--- src/rtl/ps2_kbd_tx_if.sv ---
// Write-side bus of the PS/2 keyboard transmitter: scancode bytes in,
// FIFO status out.
interface ps2_kbd_tx_if;
  logic [7:0] din;
  logic       wr;
  logic       full;
  logic       overflow;
  logic       busy;

  modport master (output din, wr, input full, overflow, busy);
  modport slave  (input din, wr, output full, overflow, busy);
endinterface

--- src/rtl/ps2_kbd_tx.sv ---
// Device-side PS/2 keyboard transmitter: queues scancode bytes in a FIFO and
// sends each one as an 11-bit frame, one half-bit per tick strobe.
module ps2_kbd_tx #(
  parameter int FIFO_AW   = 4,
  parameter int GAP_TICKS = 8
) (
  input  logic        clk,
  input  logic        reset,
  input  logic        tick,
  ps2_kbd_tx_if.slave bus,
  output logic        ps2_kbd_clk,
  output logic        ps2_kbd_data
);

  localparam int                 DEPTH    = 1 << FIFO_AW;
  localparam logic [FIFO_AW:0]   FULL_CNT = (FIFO_AW + 1)'(DEPTH);
  localparam logic [7:0]         GAP_LOAD = 8'(GAP_TICKS - 1);

  typedef enum logic [2:0] {
    S_IDLE,
    S_LOW,
    S_HIGH,
    S_STOPH,
    S_GAP
  } state_t;

  logic [7:0]         mem [DEPTH];
  logic [FIFO_AW-1:0] wr_ptr, rd_ptr;
  logic [FIFO_AW:0]   count_q, count_d;
  logic               full_q, overflow_q, busy_q;
  logic               empty, push, pop;
  logic [7:0]         rd_byte;

  state_t             state_q, state_d;
  logic [10:0]        shift_q, shift_d;
  logic [3:0]         bitcnt_q, bitcnt_d;
  logic [7:0]         gapcnt_q, gapcnt_d;
  logic               kclk_d, kdata_d;

  assign empty   = (count_q == '0);
  assign rd_byte = mem[rd_ptr];
  // A write into a full FIFO still lands when the same clk pops a byte out.
  assign push    = bus.wr && (!full_q || pop);

  assign bus.full     = full_q;
  assign bus.overflow = overflow_q;
  assign bus.busy     = busy_q;

  always_comb begin
    // NOTE: every comb output gets a default first so no path infers a latch.
    count_d = count_q;
    unique case ({push, pop})
      2'b10:   count_d = count_q + 1'b1;
      2'b01:   count_d = count_q - 1'b1;
      default: count_d = count_q;
    endcase
  end

  always_comb begin
    state_d  = state_q;
    shift_d  = shift_q;
    bitcnt_d = bitcnt_q;
    gapcnt_d = gapcnt_q;
    kclk_d   = ps2_kbd_clk;
    kdata_d  = ps2_kbd_data;
    pop      = 1'b0;
    if (tick) begin
      unique case (state_q)
        S_IDLE, S_GAP: begin
          if (state_q == S_GAP && gapcnt_q != '0) begin
            gapcnt_d = gapcnt_q - 8'd1;
          end else if (!empty) begin
            pop      = 1'b1;
            shift_d  = {1'b1, ~^rd_byte, rd_byte, 1'b0};
            kclk_d   = 1'b1;
            kdata_d  = shift_d[0];
            bitcnt_d = 4'd0;
            state_d  = S_LOW;
          end else begin
            state_d  = S_IDLE;
          end
        end
        S_LOW: begin
          kclk_d  = 1'b0;
          state_d = (bitcnt_q == 4'd10) ? S_STOPH : S_HIGH;
        end
        S_HIGH: begin
          // Data only moves while the clock line is high.
          kclk_d   = 1'b1;
          shift_d  = {1'b1, shift_q[10:1]};
          kdata_d  = shift_q[1];
          bitcnt_d = bitcnt_q + 4'd1;
          state_d  = S_LOW;
        end
        S_STOPH: begin
          kclk_d   = 1'b1;
          kdata_d  = 1'b1;
          gapcnt_d = GAP_LOAD;
          state_d  = S_GAP;
        end
        default: state_d = S_IDLE;
      endcase
    end
  end

  // NOTE: sequential state uses non-blocking assignments only.
  always_ff @(posedge clk or posedge reset) begin
    if (reset) begin
      state_q      <= S_IDLE;
      shift_q      <= '1;
      bitcnt_q     <= '0;
      gapcnt_q     <= '0;
      ps2_kbd_clk  <= 1'b1;
      ps2_kbd_data <= 1'b1;
    end else begin
      state_q      <= state_d;
      shift_q      <= shift_d;
      bitcnt_q     <= bitcnt_d;
      gapcnt_q     <= gapcnt_d;
      ps2_kbd_clk  <= kclk_d;
      ps2_kbd_data <= kdata_d;
    end
  end

  always_ff @(posedge clk or posedge reset) begin
    if (reset) begin
      wr_ptr     <= '0;
      rd_ptr     <= '0;
      count_q    <= '0;
      full_q     <= 1'b0;
      overflow_q <= 1'b0;
      busy_q     <= 1'b0;
    end else begin
      if (push) wr_ptr <= wr_ptr + 1'b1;
      if (pop)  rd_ptr <= rd_ptr + 1'b1;
      count_q    <= count_d;
      full_q     <= (count_d == FULL_CNT);
      overflow_q <= bus.wr && !push;
      busy_q     <= (state_d != S_IDLE) || (count_d != '0);
    end
  end

  // NOTE: storage is not reset; the pointers and count define what is valid.
  always_ff @(posedge clk) begin
    if (push) mem[wr_ptr] <= bus.din;
  end

endmodule

--- src/flat_wrapper.sv ---
// flat-port wrapper written by rule: the top's interface ports become plain ports
module ps2_kbd_tx_flat 
#(
  parameter int FIFO_AW   = 4,
  parameter int GAP_TICKS = 8
)
  (clk, reset, tick, ps2_kbd_clk, ps2_kbd_data, bus_din, bus_wr, bus_full, bus_overflow, bus_busy);
  ps2_kbd_tx_if bus_i ();
  input  logic clk;
  input  logic reset;
  input  logic tick;
  output logic ps2_kbd_clk;
  output logic ps2_kbd_data;
  input wire logic [$bits(bus_i.din)-1:0] bus_din;
  input wire logic [$bits(bus_i.wr)-1:0] bus_wr;
  output wire logic [$bits(bus_i.full)-1:0] bus_full;
  output wire logic [$bits(bus_i.overflow)-1:0] bus_overflow;
  output wire logic [$bits(bus_i.busy)-1:0] bus_busy;
  assign bus_i.din = bus_din;
  assign bus_i.wr = bus_wr;
  assign bus_full = bus_i.full;
  assign bus_overflow = bus_i.overflow;
  assign bus_busy = bus_i.busy;
  ps2_kbd_tx #(.FIFO_AW(FIFO_AW), .GAP_TICKS(GAP_TICKS)) u_core (.clk(clk), .reset(reset), .tick(tick), .bus(bus_i), .ps2_kbd_clk(ps2_kbd_clk), .ps2_kbd_data(ps2_kbd_data));
endmodule
--- config.mk ---
export PLATFORM = sky130hd
export DESIGN_NAME = ps2_kbd_tx_flat
export DESIGN_NICKNAME = d
export VERILOG_FILES = /design/src/rtl/ps2_kbd_tx_if.sv /design/src/rtl/ps2_kbd_tx.sv /design/src/flat_wrapper.sv
export SDC_FILE = /design/constraint.sdc
export NUM_CORES = 1
export LEC_CHECK = 0
export CAP_MARGIN = 5
export CORE_MARGIN = 2
export CORE_UTILIZATION = 45
export CTS_CLUSTER_SIZE = 20
export DETAILED_ROUTE_END_ITERATION = 10
export PLACE_DENSITY = 0.7
export SLEW_MARGIN = 0
export SYNTH_ARGS = -nofsm -noshare
export SYNTH_HDL_FRONTEND = slang
export SYNTH_SLANG_ARGS = --single-unit
--- constraint.sdc ---
create_clock -name clk -period 7.4 [get_ports clk]
set_input_delay 0.74 -clock clk [delete_from_list [all_inputs] [get_ports clk]]
set_output_delay 0.74 -clock clk [all_outputs]
set_load 0.01 [all_outputs]
# ---- Word-level counts from Yosys, hierarchy flattened
# Memory sizes are Yosys's and may differ from the RTL's.
# Cells that the tools add are included.
dict set report totals {
  reg_bits 44
  ramBits 128
  input_bits 12
  out_inout_bits 5
  n_memories 1
}
dict set report classes {
  addsub 6
  n_eq_ne 11
  mux 26
  n_reduce_logical 23
}
# memory depth width rd rd_clocked_by_memory_dff write_ports line
set mem_list {}
lappend mem_list {u_core.mem 16 8 1 0 1 ps2_kbd_tx.sv:27} ;# logic [7:0] mem [DEPTH];
# op n
set op_table {}
lappend op_table {{2-to-1 mux 11 bit} 2}
lappend op_table {{case mux 11 bit (2 select lines)} 1}
lappend op_table {{case mux 8 bit (2 select lines)} 1}
lappend op_table {{adder 4 x 1 -> 4 bit, second input constant} 3}
lappend op_table {{2-to-1 mux 1 bit} 12}
lappend op_table {{case mux 3 bit (4 select lines)} 1}
lappend op_table {{AND reduction 4 bit} 3}
lappend op_table {{case mux 5 bit (2 select lines)} 1}
lappend op_table {{nonzero test 3 bit} 3}
lappend op_table {{2-to-1 mux 4 bit} 2}
lappend op_table {{2-to-1 mux 8 bit} 1}
lappend op_table {{case mux 4 bit (2 select lines)} 1}
lappend op_table {{nonzero test 8 bit} 1}
lappend op_table {{XNOR reduction 8 bit} 1}
lappend op_table {{subtractor 8 x 1 -> 8 bit, second input constant} 1}
lappend op_table {{equality test 3 x 2 -> 1 bit, second input constant} 2}
lappend op_table {{2-to-1 mux 3 bit} 2}
lappend op_table {{case mux 1 bit (3 select lines)} 2}
lappend op_table {{adder 5 x 1 -> 5 bit, second input constant} 1}
lappend op_table {{equality test 5 bit, second input constant} 1}
lappend op_table {{logical NOT 5 bit} 1}
lappend op_table {{nonzero test 5 bit} 1}
lappend op_table {{subtractor 5 x 1 -> 5 bit, second input constant} 1}
lappend op_table {{equality test 4 bit, second input constant} 1}
lappend op_table {{other kinds (13)} 20}

# ---- Longest topological paths before layout
# Gate-level depths: netlist (run 1).
dict set report depth {
  word_depth 11
  depth_mapped 18
}

# ---- Worst setup path before layout (run 1)
# No wires, ideal clock.
dict set report synth_timing {
  kind {flip-flop to flip-flop}
  from {register u_core.gapcnt_q[0]}
  to {register u_core.busy_q, in the netlist u_core.bus.busy}
  t_arrival_ns 3.803
  setup_slack_ns 3.465
  path_stages_with_launch 19
  cell_sequence {dfrtp_1 inv_1 ha_1 or3b_2 o21ai_2 nand2_1 nor2_1 o21a_2 inv_1 ha_1 clkbuf_1 xor2_1 ha_1 a21oi_1 xnor2_1 nand2b_1 xnor2_1 or4_1 or3_1}
}
dict set report synth_between {
  elab_chain_len 11
}
# element line
set synth_rtl {}
lappend synth_rtl {{start, declared} ps2_kbd_tx.sv:37} ;# logic [7:0] gapcnt_q, gapcnt_d;
lappend synth_rtl {{start signal, assigned} ps2_kbd_tx.sv:119} ;# gapcnt_q <= gapcnt_d;
lappend synth_rtl {{nonzero test 8 bit (*)} ps2_kbd_tx.sv:70} ;# if (state_q == S_GAP && gapcnt_q != '0) begin
lappend synth_rtl {{logical AND 1 bit (*)} ps2_kbd_tx.sv:70}
lappend synth_rtl {{2-to-1 mux 1 bit (*)} ps2_kbd_tx.sv:70}
lappend synth_rtl {{2-to-1 mux 1 bit (*)} ps2_kbd_tx.sv:68} ;# unique case (state_q)
lappend synth_rtl {{2-to-1 mux 1 bit (*)} ps2_kbd_tx.sv:67} ;# if (tick) begin
lappend synth_rtl {{logical OR 1 bit} ps2_kbd_tx.sv:43} ;# assign push = bus.wr && (!full_q || pop);
lappend synth_rtl {{logical AND 1 bit} ps2_kbd_tx.sv:43}
lappend synth_rtl {{equality test 2 x 1 -> 1 bit / equality test 2 bit (equally long branches)} ps2_kbd_tx.sv:52} ;# unique case ({push, pop})
lappend synth_rtl {{case mux 5 bit (2 select lines) (*)} ps2_kbd_tx.sv:52}
lappend synth_rtl {{named net u_core.count_d[2]} ps2_kbd_tx.sv:29} ;# logic [FIFO_AW:0] count_q, count_d;
lappend synth_rtl {{nonzero test 5 bit (*)} ps2_kbd_tx.sv:139} ;# busy_q <= (state_d != S_IDLE) || (count_d != '0);
lappend synth_rtl {{logical OR 1 bit (*)} ps2_kbd_tx.sv:139}
lappend synth_rtl {{end signal, assigned} ps2_kbd_tx.sv:139}
lappend synth_rtl {{end, declared} ps2_kbd_tx.sv:30} ;# logic full_q, overflow_q, busy_q;
# The timed path passes the listed nets; every way through them passes the cells marked *.
# A chain may end at the register's enable or synchronous reset.

# ---- Worst setup path after layout (run 1)
# Ends and elaborated chain as after synthesis.

==> results of run 1 <==
routing by layer:
metal	vias to the layer above	share of wire, %
met5	-	0
met4	0	2.4
met3	21	5.4
met2	99	50
met1	1916	42
li1	1720	-
worst max-delay path, delay by kind of cell, from the launching register on:
| kind | cells | cell delay [ps] |
|---|---|---|
| buf+inv | 2 | 180 |
| compound gates | 3 | 630 |
| fa+ha+maj | 3 | 690 |
| xor+xnor | 3 | 470 |
| flops | 1 | 410 |
| simple gates | 6 | 2260 |
where the power goes:
part	internal, mW	leakage, nW	switching, mW
combinational	0.535	0.898	0.582
sequential	1.22	1.65	0.137
clock	0.440	0.267	0.385
worst max-delay path by stage:
stage / slack [ps] / endpoint / from / cells past startpoint
finish: 2630 / u_core.bus.busy$_DFF_PP0_ / u_core.gapcnt_q[0]$_DFFE_PP0P_ / 17
global placement: 2540 / u_core.bus.busy$_DFF_PP0_ / tick / 14
detailed placement: 2400 / u_core.bus.busy$_DFF_PP0_ / tick / 14
floorplan: 3470 / u_core.bus.busy$_DFF_PP0_ / u_core.gapcnt_q[0]$_DFFE_PP0P_ / 18
CTS: 2640 / u_core.bus.busy$_DFF_PP0_ / u_core.gapcnt_q[0]$_DFFE_PP0P_ / 17
global route: 2270 / u_core.bus.busy$_DFF_PP0_ / u_core.gapcnt_q[0]$_DFFE_PP0P_ / 17
per-stage QoR:
stage | std cells | utilization [%] | hold slack (ps)
floorplan | 439 | - | 471.9
global placement | 657 | 48.09 | 491.7
detailed placement | 657 | 48.09 | 494.7
CTS | 689 | 51.62 | 508.3
global route | 689 | 51.62 | 526.9
finish | 689 | 51.62 | 509.6
state kept, by name, indices dropped and copies added (netlist names), 3 cells and up:
name,flops
u_core.bitcnt_q,4
u_core.count_q,5
u_core.gapcnt_q,8
u_core.mem,128
u_core.rd_ptr,4
u_core.shift_q,9
u_core.state_q,3
u_core.wr_ptr,4
cells by family (layout without fill, tap and decap cells):
| family | after synthesis | count (layout) |
|---|---|---|
| buf+inv | 31 | 65 |
| mux | 43 | 43 |
| xor+xnor | 27 | 27 |
| compound gates | 53 | 53 |
| flops | 170 | 170 |
| fa+ha+maj | 11 | 11 |
| simple gates | 104 | 104 |
final cells by class:
type                    count  area, µm²  area share [%]
clock inverters            15      131.4           1.614
multi-input cells         238       2165           26.59
well taps                 216      270.3           3.320
clock buffers              17      425.4           5.226
flip-flops and latches    170       4910           60.31
repair buffers             20      190.2           2.336
inverters                  13      48.80          0.5994
cells in the mapped netlist, drive strengths merged, types with 3 or more instances:
| library cell | n |
|---|---|
| a21oi | 22 |
| xor2 | 7 |
| a31oi | 3 |
| nand2 | 23 |
| nor2 | 31 |
| or4 | 3 |
| and3 | 5 |
| a22oi | 9 |
| nor2b | 6 |
| o21ai | 11 |
| xnor2 | 19 |
| mux2 | 4 |
| nor3 | 3 |
| nand3 | 5 |
| mux2i | 5 |
| inv | 13 |
| ha | 11 |
| dfstp | 11 |
| clkbuf | 8 |
| and2 | 10 |
| nor3b | 5 |
| edfxtp | 128 |
| dfrtp | 31 |
| buf | 10 |
| mux4 | 34 |
| nand2b | 3 |
==> impl_metrics.toml, run 1 <==
[routing]
drc = 0
drt_iter0_drc = 298
via_per_inst = 5.451
drt_pass1_iterations = 4
routedWlPerCell_um = 19.73
wirelength_um = 13590
num_vias = 3756
ant_nets = 0

[finish]
fill_cells = 1270
postLayoutCellArea_mm2 = 0.008140
syn_to_final_growth_pct = 12.74
layout_commonest_cell = "edfxtp_1"
final_cell_mix = "edfxtp_1 (128), nor2_1 (31), mux4_2 (30), dfrtp_1 (30), nand2_1 (23)"
final_nets = 483
diodes = 0
drive_gt1_share_pct = 19.03

[clocking]
clkSinkCount = 170
postCtsHoldBufs = 0
clock_latency_ps = 430
cts_made_buffers = 17
cts_max_level = 4
clockBufferDepth = 2
post-cts-setup-buffers = 0
postCtsResizedCells = 0
cts_root_buffer = "clkbuf_16"
clk_pin_slew_ps = 70
cts_tree = "done"

[placed_design]
pre_cts_ws_ps = 2395
portBuffers = 16
gp_congestion = 0.7898
placed_area_mm2 = 0.007584
dp_hpwl_um = 8391

[yosys]
synth_xor_area_share_pct = 3.570
yosysSeqAreaShare_pct = 67.98
synth_ff_type = "edfxtp_1"
synthesis.nets = 462
synth.distinct_cells = 48
syn_avg_cell_area_um2 = 16.45
synth_fa_ha_area_share_pct = 1.906
netlist.top_cell.by_area = "edfxtp_1"
yosys_warnings = 0
synth-simple-area-share_pct = 7.364
async_reset_ff_share_pct = 24.71
syn-cell-area_mm2 = 0.007221
synth.mux.area_fraction_pct = 12.13
netlist_top_cells_area = "edfxtp_1 (53%), dfrtp_1 (11%), mux4_2 (9.4%), dfstp_2 (4.0%), xnor2_1 (2.2%)"
synth_seq_cells = 170
synth_top_family_by_area = "multiplexers"
synth_edf_count = 128
synth_compound_area_share_pct = 4.731
synth_cells = 439
synth_top_cell_area_share_pct = 53.23

[floorplan]
initial_core_util_pct = 45.79
die_area_mm2 = 0.01707
chipWidth_um = 130.7
io_pins = 17
dieHeight_um = 130.7
core-area_mm2 = 0.01577
rows = 46

[worst_setup_path]
cp-end-kind = "flop"
crit_chain = "inv_1 > ha_1 > or3b_2 > o21ai_2 > nand2_1 > nor2_1 > o21a_2 > inv_1 > ha_1 > xor2_1 > ha_1 > a21oi_1 > xnor2_1 > nand2b_1 > xnor2_1 > or4_1 > or3_1"
worstPathMaxFanout = 13
cpMostUsedCell = "ha_1"
r2r_start = "u_core.gapcnt_q[0]$_DFFE_PP0P_"
critical_path_class = "reg -> reg"
startpoint_type = "flop"
max_stage_delay_ps = 670
arrival_ps = 5060
r2r_end = "u_core.bus.busy$_DFF_PP0_"
required_ps = 7700
slowest_stage = "nor2_1"
reg2regPathDepth = 17
r2r_slack_ps = 2630

[timing]
max_freq_mhz = 209.9
hold_viol_final = 0
grt_setup_unrepaired = "false"
setup_violations = 0
worstMarginPinSlew_ps = 1076
slew_viol_final = 0
final.min_clock_period_ps = 4765
slew-limit-headroom_pct = 27.93
setup_tns_ps = 0
fin_crit_sh_pct = 64.40
fin_worst_skew_ps = 8.804
fin_ws_ps = 2635

[min_path]
min_to = "u_core.shift_q[4]$_DFFE_PP1P_"
whs_path_depth = 2
hold_class = "reg -> reg"
min_from = "u_core.shift_q[4]$_DFFE_PP1P_"

[global_routing]
grt_max_degree = 43
grtUsageMet2_pct = 28.34
grt_pass1_wl_um = 21140
grt_usage_pct = 17.45
use_met1_pct = 22.35
grt_pass1_vias = 3749
use_met3_pct = 5.008
antenna_found_initial = 0
grt-ovfl-total = 0
top_usage_layer = "met2"

[outcome]
outcome = "complete, no violations"

[power_and_ir_drop]
power_density_mw_per_mm2 = 405.9
total_power_mw = 3.304
power.leakage_nw = 2.819
irDropWorstVdd_mv = 0.2227

[run]
maxCapViolations = 0
Note: power is estimated with default switching activity, not from simulation.
==> run 2: changes to the inputs <==
--- a/config.mk
+++ b/config.mk
@@ -10,7 +10,7 @@
 export CORE_UTILIZATION = 45
 export CTS_CLUSTER_SIZE = 20
 export DETAILED_ROUTE_END_ITERATION = 10
-export PLACE_DENSITY = 0.7
+export PLACE_DENSITY = 0.72
 export SLEW_MARGIN = 0
 export SYNTH_ARGS = -nofsm -noshare
 export SYNTH_HDL_FRONTEND = slang
==> constraint.sdc (replaced) <==
create_clock -name clk -period 4.3 [get_ports clk]
set_input_delay 0.43 -clock clk [delete_from_list [all_inputs] [get_ports clk]]
set_output_delay 0.43 -clock clk [all_outputs]
set_load 0.01 [all_outputs]
==> run 2 against run 1 <==
Compared with the run above: cell count rose by 1.3%; register-to-register slack got worse by 2400 ps; clock-buffer cell count rose by 1; critical path depth did not move; die area did not move; cell area rose by 1.2%; worst setup slack got worse by 2400 ps; non-clock buffer count rose by 9; core utilization rose by 0.61 points; worst hold slack got worse by 63 ps; sequential power rose by 82%; sequential cell count did not move; critical endpoint unchanged; highest routed layer unchanged.
==> impl_metrics.toml, run 2 (synthesis results as in run 1) <==
[finish]
syn_to_final_growth_pct = 14.07
largest_registers = "u_core.mem x128, u_core.shift_q x9, u_core.gapcnt_q x8"
instances_no_fill = 698
largest_reg_flops = 128
final_cell_mix = "edfxtp_1 (128), nor2_1 (30), mux4_2 (30), dfrtp_1 (29), nand2_1 (23)"
layout_commonest_cell = "edfxtp_1"
diodes = 0
post-route-util_pct = 52.23
final_nets = 492
drive_gt1_share_pct = 20.12
max_flop_register = "u_core.mem"

[clocking]
cts_made_buffers = 17
clkSinkCount = 170
cts_root_buffer = "clkbuf_16"
cts_tree = "done"
clock_latency_ps = 410
cts_max_level = 4
postCtsHoldBufs = 0
clk_pin_slew_ps = 60
clockBufferDepth = 2

[timing]
final.min_clock_period_ps = 4058
setup_violations = 0
worstMarginPinSlew_ps = 1098
slew_viol_final = 0
fin_crit_sh_pct = 94.36
hold_viol_final = 0
fin_ws_ps = 242.4
slew-limit-headroom_pct = 26.55
fin_worst_skew_ps = 6.283
setup_tns_ps = 0
max_freq_mhz = 246.5

[floorplan]
die_area_mm2 = 0.01707
chipWidth_um = 130.7
initial_core_util_pct = 45.79
core-area_mm2 = 0.01577
rows = 46
io_pins = 17
dieHeight_um = 130.7

[worst_setup_path]
worstPathMaxFanout = 7
r2r_start = "u_core.gapcnt_q[0]$_DFFE_PP0P_"
arrival_ps = 4350
required_ps = 4590
critical_path_class = "reg -> reg"
reg2regPathDepth = 17
crit_chain = "inv_1 > ha_1 > or3b_2 > o21ai_2 > nand2_1 > nor2_2 > o21a_2 > inv_1 > ha_2 > xor2_1 > ha_1 > a21oi_2 > xnor2_1 > nand2b_1 > xnor2_1 > or4_1 > or3_1"
cp-end-kind = "flop"
max_stage_delay_ps = 520
r2r_slack_ps = 240
slowest_stage = "or4_1"
startpoint_type = "flop"
r2r_end = "u_core.bus.busy$_DFF_PP0_"

[power_and_ir_drop]
power.leakage_nw = 2.879
power_density_mw_per_mm2 = 707.0
irDropWorstVdd_mv = 0.3708

[routing]
drt_iter0_drc = 269
routedWlPerCell_um = 19.68
drt_pass1_iterations = 4
num_vias = 3813
wirelength_um = 13740
drc = 0
via_per_inst = 5.463
ant_nets = 0

[global_routing]
grt_usage_pct = 17.43
grt_max_degree = 43
antenna_found_initial = 0
grt_pass1_vias = 3851
grt_pass1_wl_um = 21650
grt-ovfl-total = 0

[placed_design]
dpl.cell_count = 662
gp_congestion = 0.7487
dp_hpwl_um = 8616
pre_cts_ws_ps = 84.07
portBuffers = 16

[outcome]
outcome = "complete, no violations"

[min_path]
hold_class = "in -> async"

[run]
maxCapViolations = 0
==> run 2: cell types whose count changed in the layout (fill, tap and decap cells not counted), sizes merged <==
cell | previous run | this run
clkinvlp | 2 | 1
clkbuf | 17 | 18
buf | 4 | 13
clkinv | 6 | 5
bufinv | 0 | 3
inv | 20 | 18
==> run 2: per-layer routing <==
metal | wire [µm] | vias up | track usage (%)
met4 | 176 | 0 | 5.882
li1 | - | 1740 | -
met2 | 7142 | 88 | 29.07
met5 | 0 | - | 0
met1 | 5762 | 1973 | 23.26
met3 | 655 | 12 | 3.379
==> run 2: power by group <==
| part | internal [mW] | leakage, nW | total, mW | switching [mW] |
|---|---|---|---|---|
| registers | 2.11 | 1.65 | 2.47 | 0.361 |
| clock network | 0.917 | 0.289 | 1.53 | 0.615 |
| logic | 0.942 | 0.937 | 1.83 | 0.883 |
| total | 3.97 | 2.88 | 5.82 | 1.86 |
==> run 2: per-stage QoR <==
| stage | hold WS [ps] | power [mW] | instance area [µm²] |
|---|---|---|---|
| 3_3_place_gp | 490.5 | 4.249 | 7602 |
| 4_1_cts | 461.6 | 5.853 | 8198 |
| 2_1_floorplan | 471.9 | 3.868 | 7221 |
| 3_5_place_dp | 492.6 | 4.317 | 7602 |
| 6_report | 446.5 | 5.824 | 8237 |
| 5_1_grt | 510.2 | 6.146 | 8237 |
==> run 2: final cells by class <==
class | instances | area [µm²]
inverter | 13 | 48.80
clock buffer | 18 | 429.2
sequential | 170 | 4911
clock inverter | 14 | 166.4
tap | 216 | 270.3
fill | 1285 | 7533
multi-input combinational | 238 | 2153
timing repair buffer | 29 | 257.7
==> run 2: worst max-delay path: cells and delay by family, from the launching register on <==
kind                       cells  cell delay (ps)
and+or+nand+nor                6             1720
adders and majority gates      3              660
AOI/OAI and AO/OA              3              530
xor gates and xnor gates       3              440
DFF                            1              400
buffers and inverters          2              170
==> run 2: what timing repair did <==
action	in CTS	in global routing
endpoints found under the setup margin	0	1
resized for setup	0	3
buffers inserted	0	4
==> run 2: worst max path at each step <==
| stage | startpoint | end | slack (ps) | cells past startpoint |
|---|---|---|---|---|
| global placement | u_core.gapcnt_q[0]$_DFFE_PP0P_ | u_core.bus.busy$_DFF_PP0_ | 290 | 17 |
| detailed placement | u_core.gapcnt_q[0]$_DFFE_PP0P_ | u_core.bus.busy$_DFF_PP0_ | 80 | 17 |
| global route | u_core.gapcnt_q[0]$_DFFE_PP0P_ | u_core.bus.busy$_DFF_PP0_ | -10 | 17 |
| floorplan | u_core.gapcnt_q[0]$_DFFE_PP0P_ | u_core.bus.busy$_DFF_PP0_ | 370 | 18 |
| CTS | u_core.gapcnt_q[0]$_DFFE_PP0P_ | u_core.bus.busy$_DFF_PP0_ | 50 | 17 |
| finish | u_core.gapcnt_q[0]$_DFFE_PP0P_ | u_core.bus.busy$_DFF_PP0_ | 240 | 17 |
==> run 3: changes to the inputs <==
--- a/config.mk
+++ b/config.mk
@@ -8,7 +8,7 @@
 export CAP_MARGIN = 5
 export CORE_MARGIN = 2
 export CORE_UTILIZATION = 45
-export CTS_CLUSTER_SIZE = 20
+export CTS_CLUSTER_SIZE = 12
 export DETAILED_ROUTE_END_ITERATION = 10
 export PLACE_DENSITY = 0.72
 export SLEW_MARGIN = 0
==> results of run 3 <==
No change in the layout: final DEF, timing and power equal those of run 2.
